File: config.mk
export PLATFORM = sky130hd
export DESIGN_NAME = ex_hazard_ctrl_flat
export DESIGN_NICKNAME = d
export VERILOG_FILES = /design/src/rtl/ex_hazard_if.sv /design/src/rtl/ex_hazard_ctrl.sv /design/src/flat_wrapper.sv
export SDC_FILE = /design/constraint.sdc
export NUM_CORES = 1
export LEC_CHECK = 0
export BUFFER_PORTS_ARGS = -buffer_cell sky130_fd_sc_hd__buf_2
export CAP_MARGIN = 10
export CORE_MARGIN = 5
export CORE_UTILIZATION = 49
export DETAILED_ROUTE_END_ITERATION = 16
export PLACE_DENSITY = 0.87
export SLEW_MARGIN = 20
export SYNTH_ARGS = -nofsm -noshare
export SYNTH_HDL_FRONTEND = slang
export SYNTH_SLANG_ARGS = --single-unit
File: constraint.sdc
create_clock -name clock -period 3.1 [get_ports clock]
set_clock_uncertainty 0.15 [all_clocks]
set_input_delay 0.31 -clock clock [delete_from_list [all_inputs] [get_ports clock]]
set_output_delay 0.31 -clock clock [all_outputs]
set_load 0.03 [all_outputs]
File: src/rtl/ex_hazard_if.sv
// EX hazard controller bundle: ID/EX hazard inputs
// and pipeline write/flush/hold controls.
interface ex_hazard_if #(
  parameter int STAT_W = 16
);
  logic [4:0]        id_rs;
  logic [4:0]        id_rt;
  logic              id_uses_rt;
  logic              idex_memread;
  logic [4:0]        idex_rt;
  logic              ex_branch_taken;
  logic              ex_mdu_start;
  logic              pc_write;
  logic              ifid_write;
  logic              ifid_flush;
  logic              idex_bubble;
  logic              idex_hold;
  logic              mdu_busy;
  logic              mdu_done;
  logic [STAT_W-1:0] stall_cycles;

  modport master (
    output id_rs, id_rt, id_uses_rt,
    output idex_memread, idex_rt,
    output ex_branch_taken, ex_mdu_start,
    input  pc_write, ifid_write, ifid_flush,
    input  idex_bubble, idex_hold,
    input  mdu_busy, mdu_done, stall_cycles
  );

  modport slave (
    input  id_rs, id_rt, id_uses_rt,
    input  idex_memread, idex_rt,
    input  ex_branch_taken, ex_mdu_start,
    output pc_write, ifid_write, ifid_flush,
    output idex_bubble, idex_hold,
    output mdu_busy, mdu_done, stall_cycles
  );
endinterface

File: src/rtl/ex_hazard_ctrl.sv
// EX-stage sequencer: load-use stall, branch flush,
// multi-cycle MDU hold and saturating stall counter.
module ex_hazard_ctrl #(
  parameter int MDU_LAT = 4,
  parameter int CNT_W   = 3,
  parameter int STAT_W  = 16
) (
  input  logic        clock,
  input  logic        reset_n,
  ex_hazard_if.slave  hz
);

  typedef enum logic {
    RUN,
    MDU
  } state_t;

  state_t            state_q, state_d;
  logic [CNT_W-1:0]  cnt_q, cnt_d;
  logic [STAT_W-1:0] stall_q, stall_d;

  logic load_use;
  logic pc_write;
  logic ifid_write;
  logic ifid_flush;
  logic idex_bubble;
  logic idex_hold;
  logic mdu_busy;
  logic mdu_done;

  // Load in EX whose target feeds the ID operands.
  always_comb begin
    load_use = hz.idex_memread
             & (hz.idex_rt != 5'd0)
             & ((hz.idex_rt == hz.id_rs)
             | (hz.id_uses_rt
             & (hz.idex_rt == hz.id_rt)));
  end

  // Next state, counter and pipeline controls.
  always_comb begin
    state_d     = state_q;
    cnt_d       = cnt_q;
    pc_write    = 1'b1;
    ifid_write  = 1'b1;
    ifid_flush  = 1'b0;
    idex_bubble = 1'b0;
    idex_hold   = 1'b0;
    mdu_busy    = 1'b0;
    mdu_done    = 1'b0;
    unique case (state_q)
      RUN: begin
        if (hz.ex_branch_taken) begin
          ifid_flush  = 1'b1;
          idex_bubble = 1'b1;
        end else if (hz.ex_mdu_start) begin
          pc_write   = 1'b0;
          ifid_write = 1'b0;
          idex_hold  = 1'b1;
          mdu_busy   = 1'b1;
          state_d    = MDU;
          cnt_d      = CNT_W'(MDU_LAT - 1);
        end else if (load_use) begin
          pc_write    = 1'b0;
          ifid_write  = 1'b0;
          idex_bubble = 1'b1;
        end
      end
      MDU: begin
        mdu_busy = 1'b1;
        cnt_d    = cnt_q - CNT_W'(1);
        if (cnt_q > CNT_W'(1)) begin
          pc_write   = 1'b0;
          ifid_write = 1'b0;
          idex_hold  = 1'b1;
        end else begin
          mdu_done = 1'b1;
          state_d  = RUN;
        end
      end
    endcase
    if (!reset_n) begin
      pc_write    = 1'b0;
      ifid_write  = 1'b0;
      ifid_flush  = 1'b0;
      idex_bubble = 1'b1;
      idex_hold   = 1'b0;
      mdu_busy    = 1'b0;
      mdu_done    = 1'b0;
    end
  end

  // Stall-cycle statistic, saturating at all-ones.
  always_comb begin
    stall_d = stall_q;
    if (!pc_write && (stall_q != '1)) begin
      stall_d = stall_q + STAT_W'(1);
    end
  end

  // State, occupancy counter and statistic registers.
  always_ff @(posedge clock) begin
    if (!reset_n) begin
      state_q <= RUN;
      cnt_q   <= '0;
      stall_q <= '0;
    end else begin
      state_q <= state_d;
      cnt_q   <= cnt_d;
      stall_q <= stall_d;
    end
  end

  assign hz.pc_write     = pc_write;
  assign hz.ifid_write   = ifid_write;
  assign hz.ifid_flush   = ifid_flush;
  assign hz.idex_bubble  = idex_bubble;
  assign hz.idex_hold    = idex_hold;
  assign hz.mdu_busy     = mdu_busy;
  assign hz.mdu_done     = mdu_done;
  assign hz.stall_cycles = stall_q;

endmodule

File: src/flat_wrapper.sv
// flat-port wrapper written by rule: the top's interface ports become plain ports
module ex_hazard_ctrl_flat 
#(
  parameter int MDU_LAT = 4,
  parameter int CNT_W   = 3,
  parameter int STAT_W  = 16
)
  (clock, reset_n, hz_id_rs, hz_id_rt, hz_id_uses_rt, hz_idex_memread, hz_idex_rt, hz_ex_branch_taken, hz_ex_mdu_start, hz_pc_write, hz_ifid_write, hz_ifid_flush, hz_idex_bubble, hz_idex_hold, hz_mdu_busy, hz_mdu_done, hz_stall_cycles);
  ex_hazard_if #(.STAT_W(STAT_W)) hz_i ();
  input  logic clock;
  input  logic reset_n;
  input wire logic [$bits(hz_i.id_rs)-1:0] hz_id_rs;
  input wire logic [$bits(hz_i.id_rt)-1:0] hz_id_rt;
  input wire logic [$bits(hz_i.id_uses_rt)-1:0] hz_id_uses_rt;
  input wire logic [$bits(hz_i.idex_memread)-1:0] hz_idex_memread;
  input wire logic [$bits(hz_i.idex_rt)-1:0] hz_idex_rt;
  input wire logic [$bits(hz_i.ex_branch_taken)-1:0] hz_ex_branch_taken;
  input wire logic [$bits(hz_i.ex_mdu_start)-1:0] hz_ex_mdu_start;
  output wire logic [$bits(hz_i.pc_write)-1:0] hz_pc_write;
  output wire logic [$bits(hz_i.ifid_write)-1:0] hz_ifid_write;
  output wire logic [$bits(hz_i.ifid_flush)-1:0] hz_ifid_flush;
  output wire logic [$bits(hz_i.idex_bubble)-1:0] hz_idex_bubble;
  output wire logic [$bits(hz_i.idex_hold)-1:0] hz_idex_hold;
  output wire logic [$bits(hz_i.mdu_busy)-1:0] hz_mdu_busy;
  output wire logic [$bits(hz_i.mdu_done)-1:0] hz_mdu_done;
  output wire logic [$bits(hz_i.stall_cycles)-1:0] hz_stall_cycles;
  assign hz_i.id_rs = hz_id_rs;
  assign hz_i.id_rt = hz_id_rt;
  assign hz_i.id_uses_rt = hz_id_uses_rt;
  assign hz_i.idex_memread = hz_idex_memread;
  assign hz_i.idex_rt = hz_idex_rt;
  assign hz_i.ex_branch_taken = hz_ex_branch_taken;
  assign hz_i.ex_mdu_start = hz_ex_mdu_start;
  assign hz_pc_write = hz_i.pc_write;
  assign hz_ifid_write = hz_i.ifid_write;
  assign hz_ifid_flush = hz_i.ifid_flush;
  assign hz_idex_bubble = hz_i.idex_bubble;
  assign hz_idex_hold = hz_i.idex_hold;
  assign hz_mdu_busy = hz_i.mdu_busy;
  assign hz_mdu_done = hz_i.mdu_done;
  assign hz_stall_cycles = hz_i.stall_cycles;
  ex_hazard_ctrl #(.MDU_LAT(MDU_LAT), .CNT_W(CNT_W), .STAT_W(STAT_W)) u_core (.clock(clock), .reset_n(reset_n), .hz(hz_i));
endmodule
## Word-level counts from Yosys, hierarchy flattened

Index checks and enable logic that the tools add are counted.

| cells by class | value |
|---|---|
| bitwise logic cells | 5 |
| equal/unequal tests | 5 |
| muxes and demuxes | 26 |
| magnitude comparators | 1 |
| add/sub/neg operators | 2 |
| reduce and logical (&&, ||, !) cells | 4 |

Operators by type and width:

| operator | count |
|---|---|
| $mux 1 | 20 |
| $add 16x1->16 const B | 1 |
| $ne 16x16->1 const B | 1 |
| $eq 5x5->1 | 2 |
| $mux 3 | 2 |
| $pmux 1 s2 | 3 |
| $pmux 3 s2 | 1 |
| $reduce_bool 5->1 | 1 |
| $ne 2x2->1 const B | 2 |
| $and 1x1->1 | 3 |
| $gt 3x1->1 const B | 1 |
| $sub 3x1->3 const B | 1 |
| $reduce_and 2->1 | 1 |
| $logic_and 1x1->1 | 1 |
| $logic_not 1->1 | 1 |
| $not 1->1 | 1 |
| $or 1x1->1 | 1 |

| storage, ports and cells | value |
|---|---|
| bits in registers | 20 |
| word-level logic and storage cells | 46 |
| output and inout port bits | 23 |
| input port bits | 21 |

## Depth between registers and ports, before layout

| depth | value |
|---|---|
| word-level depth | 11 |
| depth in mapped cells | 9 |
| depth with buffers taken out | 7 |

## Worst setup path after synthesis

OpenSTA, ideal clock, no wires.

| timing path | value |
|---|---|
| path kind | input to output |
| start point | in hz_idex_rt[0] |
| end point | out hz_pc_write |
| path slack | 0.541 ns |
| arrival | 2.099 ns |
| required time | 2.640 ns |
| stages | 6 |
| path buffers | 3 |
| path through | or4_1 -> o21ai_1 -> o41a_1 -> buf_6 -> clkbuf_1 -> buf_4 |

| between the ends | value |
|---|---|
| word-level cells in the longest chain between the ends | 9 |
| elaborated cells between the ends (all ways) | 12 |
| classes of those cells | 2 x eq/ne; 5 x mux; 4 x bitwise; 1 x reduce/logical |

Ends and longest elaborated chain:

| what | line | text |
|---|---|---|
| start: declaration | flat_wrapper.sv:16 | `input wire logic [$bits(hz_i.idex_rt)-1:0] hz_idex_rt;` |
| $eq 5x5->1 | ex_hazard_ctrl.sv:37 | `& (hz.idex_rt == hz.id_rt)));` |
| $and 1x1->1 | ex_hazard_ctrl.sv:37 |  |
| $or 1x1->1 | ex_hazard_ctrl.sv:36 | `\| (hz.id_uses_rt` |
| $and 1x1->1 * | ex_hazard_ctrl.sv:35 | `& ((hz.idex_rt == hz.id_rs)` |
| $mux 1 * (3 in series) | - |  |
| $pmux 1 s2 * | - |  |
| $mux 1 * | - |  |
| end: declaration | flat_wrapper.sv:19 | `output wire logic [$bits(hz_i.pc_write)-1:0] hz_pc_write;` |

Every way passes the cells marked *; elsewhere a longest branch is shown, timed or not.

## Worst setup path after layout

| timing path | value |
|---|---|
| start point | reg u_core.state_q |
| end point | out hz_ifid_write |

| between the ends | value |
|---|---|
| word-level cells in the longest chain between the ends | 3 |

Ends and longest elaborated chain:

| what | line | text |
|---|---|---|
| start: declaration | ex_hazard_ctrl.sv:18 | `state_t state_q, state_d;` |
| start signal: assignment | ex_hazard_ctrl.sv:108 | `state_q <= state_d;` |
| $not 1->1 | ex_hazard_ctrl.sv:51 | `unique case (state_q)` |
| $pmux 1 s2 * | ex_hazard_ctrl.sv:51 |  |
| $mux 1 * | ex_hazard_ctrl.sv:82 | `if (!reset_n) begin` |
| end: declaration | flat_wrapper.sv:20 | `output wire logic [$bits(hz_i.ifid_write)-1:0] hz_ifid_write;` |

Marks and branches as above.

==> key figures <==
STA
  – Final Hold Fails: 0
  – Period utilization: between 80% and 90%
  – RSZ-0062 raised after global routing: false
  – Max-slew violations: 0
  – Setup violators final: 0
  – Worst-Margin Slew: approximately 0.46 ns
  – Rel. slew slack: between 60% and 70%
  – Fin Setup TNS: 0 ns
  – Fmax: 381 MHz
  – Post-layout minimum cycle time: 2.62 ns
  – Post-layout worst setup margin: 0.479 ns

Detailed routing
  – Drt drc: 0
  – Starting DRT DRC Count: between 70 and 80
  – First-pass detailed-route iteration total: 4
  – Final WL: about 3200 um
  – Via/cell ratio: roughly 6.0
  – Routed WL per cell: approximately 14 um
  – Post-DRT Antenna Nets: 0
  – DR vias: ~1300

Logic synthesis
  – Synth Warn #: 0
  – Register area share after synthesis: 33.0%
  – Yosys cell types: 38
  – Mapped Cells: around 150
  – Seq cells post-synth: 20
  – Synth Net Count: roughly 180
  – Avg Cell Area, Syn: between 8 and 9 um^2
  – Number of enable flip-flop cells after synthesis: 0
  – Main synth FF type: dfxtp_1
  – Post-synthesis async set-or-reset flop share: 0%
  – Synthesized area: 1210 um^2

Place
  – Setup WS pre-CTS: about 0.32 ns
  – Final Wtd Congestion: 0.832
  – Placed Instance Area: approximately 1500 um^2
  – Number of buffers added on ports: 43
  – Number of cells after detailed placement: roughly 220
  – DP HPWL: ~2400 um

Power
  – Leakage: around 0.59 nW
  – Peak supply drop: ~0.00032 V
  – PwrDens: roughly 350 nW/um^2

Min path
  – Worst Hold Class: input pin to flip-flop

Floorplan
  – Die H: approximately 60 um
  – Initial Util: 49.9%
  – Std-Cell Core Area: 2430 um^2
  – Row count: 18
  – IO Pins: 44
  – Die Width: approximately 60 um
  – Total die area: approximately 3600 um^2

Global route
  – Antenna violations before repair: 0
  – Pin count of the biggest net entering global routing: 30
  – Grt ovf: 0
  – Vias in the first global route: 1284
  – Total track usage: around 19%
  – First-pass GRT wire length: about 5400 um

Layout
  – FF+latch area: between 400 and 500 um^2
  – Final instance area: between 1000 and 1500 um^2
  – Ant diodes: 0
  – Nets: 217
  – Fillers: between 200 and 250
  – Multi-input gate area: between 700 and 800 um^2
  – Commonest non-fill, non-tap cell in the layout: buf_2
  – Final std cells w/o fill: approximately 220
  – Layout cells sized above 1: ~27%
  – Area grow syn2layout: 21.7%
  – Most frequent cells in the layout: buf_2 (43), dfxtp_1 (20), a21oi_1 (14)
  – Util after Layout: between 60 and 70%

Setup path
  – Worst Path Arrival: about 2.2 ns
  – CP max FO: 28
  – Crit end category: primary output
  – Worst setup SP type: flip-flop
  – Critical Path RT: about 2.6 ns
  – Critical path type: flip-flop to primary output

Clocking
  – Latest clock arrival within the worst-skew pair: ~0.3 ns
  – CTS tree: yes
  – CTS Buf Count: 3
  – Clock Path Buffers: 2
  – Clk slew on worst S/H paths: approximately 0.1 ns
  – Post-CTS Setup Inserts: 0
  – CTS H-tree depth: 1
  – CTS Sinks: 20
  – Cts hold-fix bufs: 0
  – Clock root cell: clkbuf_4

Run
  – Max Cap Violations: 0

Status
  – Outcome: completed
## Yosys cell counts, types with 5 or more instances
master	n	area share (%)
or4_1	11	6.8
a21oi_1	14	5.8
nand3_1	10	4.1
o31ai_1	10	6.2
clkbuf_1	7	2.2
xor2_1	9	6.5
nor3_1	5	2.1
nand2_1	8	2.5
nor2_1	10	3.1
dfxtp_1	20	33
## per-layer routing
| layer | wire (um) | track usage, % | vias up |
|---|---|---|---|
| met2 | 1620 | 35.6 | 51 |
| li1 | - | - | 663 |
| met3 | 270 | 5.40 | 2 |
| met1 | 1260 | 21.6 | 603 |
| met4 | 7 | 4.43 | 0 |
| met5 | 0 | 0 | - |
## final cells by class
type	count	area share, %
Inverter	4	1.02
Clock buffer	3	1.52
Sequential cell	20	27.1
Multi-Input combinational cell	117	51.3
Tap cell	30	2.54
Timing Repair Buffer	47	16.6
## registers in the layout (all words and copies together), names as in the netlist
name                    cells
u_core.cnt_q                3
u_core.hz.stall_cycles     16
u_core.state_q              1
## path summary, 6_finish.rpt
path                                 from                                      end  slack (ns)  depth (start not counted)
max                u_core.state_q$_DFF_P_                            hz_ifid_write        0.48                          5
min                               reset_n  u_core.hz.stall_cycles[12]$_SDFFE_PN0P_        0.18                          2
max reg2reg  u_core.cnt_q[1]$_SDFFE_PN0P_  u_core.hz.stall_cycles[13]$_SDFFE_PN0P_        0.83                          7
min reg2reg  u_core.cnt_q[2]$_SDFFE_PN0P_             u_core.cnt_q[2]$_SDFFE_PN0P_        0.34                          2
## cells by family after synthesis
| family | synth area share, % |
|---|---|
| buffers and inverters | 5.25 |
| AOI/OAI and AO/OA | 22.1 |
| DFF | 33.0 |
| muxes | 0.824 |
| adders and majority gates | 3.09 |
| and+or+nand+nor | 28.5 |
| xor gates and xnor gates | 7.21 |
## worst max-delay path, stage by stage (launching register included)
cell     delay (ns)
dfxtp_1        0.52
nor2b_1        0.23
o21a_1         0.18
o21a_1         0.17
o41a_2         0.45
buf_2          0.29
## stage by stage
stage | hold WS, ns | power [W]
after global routing | 0.187 | 0.000544
final | 0.179 | 0.000513
after detailed placement | 0.329 | 0.000398
after CTS | 0.173 | 0.000520
after global placement | 0.312 | 0.000391
after floorplan | 0.300 | 0.000358
## repair_timing
action                                  4_1_cts  5_1_grt
hold endpoints to repair                      0        0
resized for setup                             0        1
endpoints found under the setup margin        0        2
## where the power goes
group | total, W | internal [W] | switching, W
clock network | 0.000122 | 0.0000454 | 0.0000763
registers | 0.000276 | 0.000265 | 0.0000108
logic | 0.000116 | 0.0000435 | 0.0000721
total | 0.000513 | 0.000354 | 0.000159
Note: power is estimated with default switching activity, not from simulation.
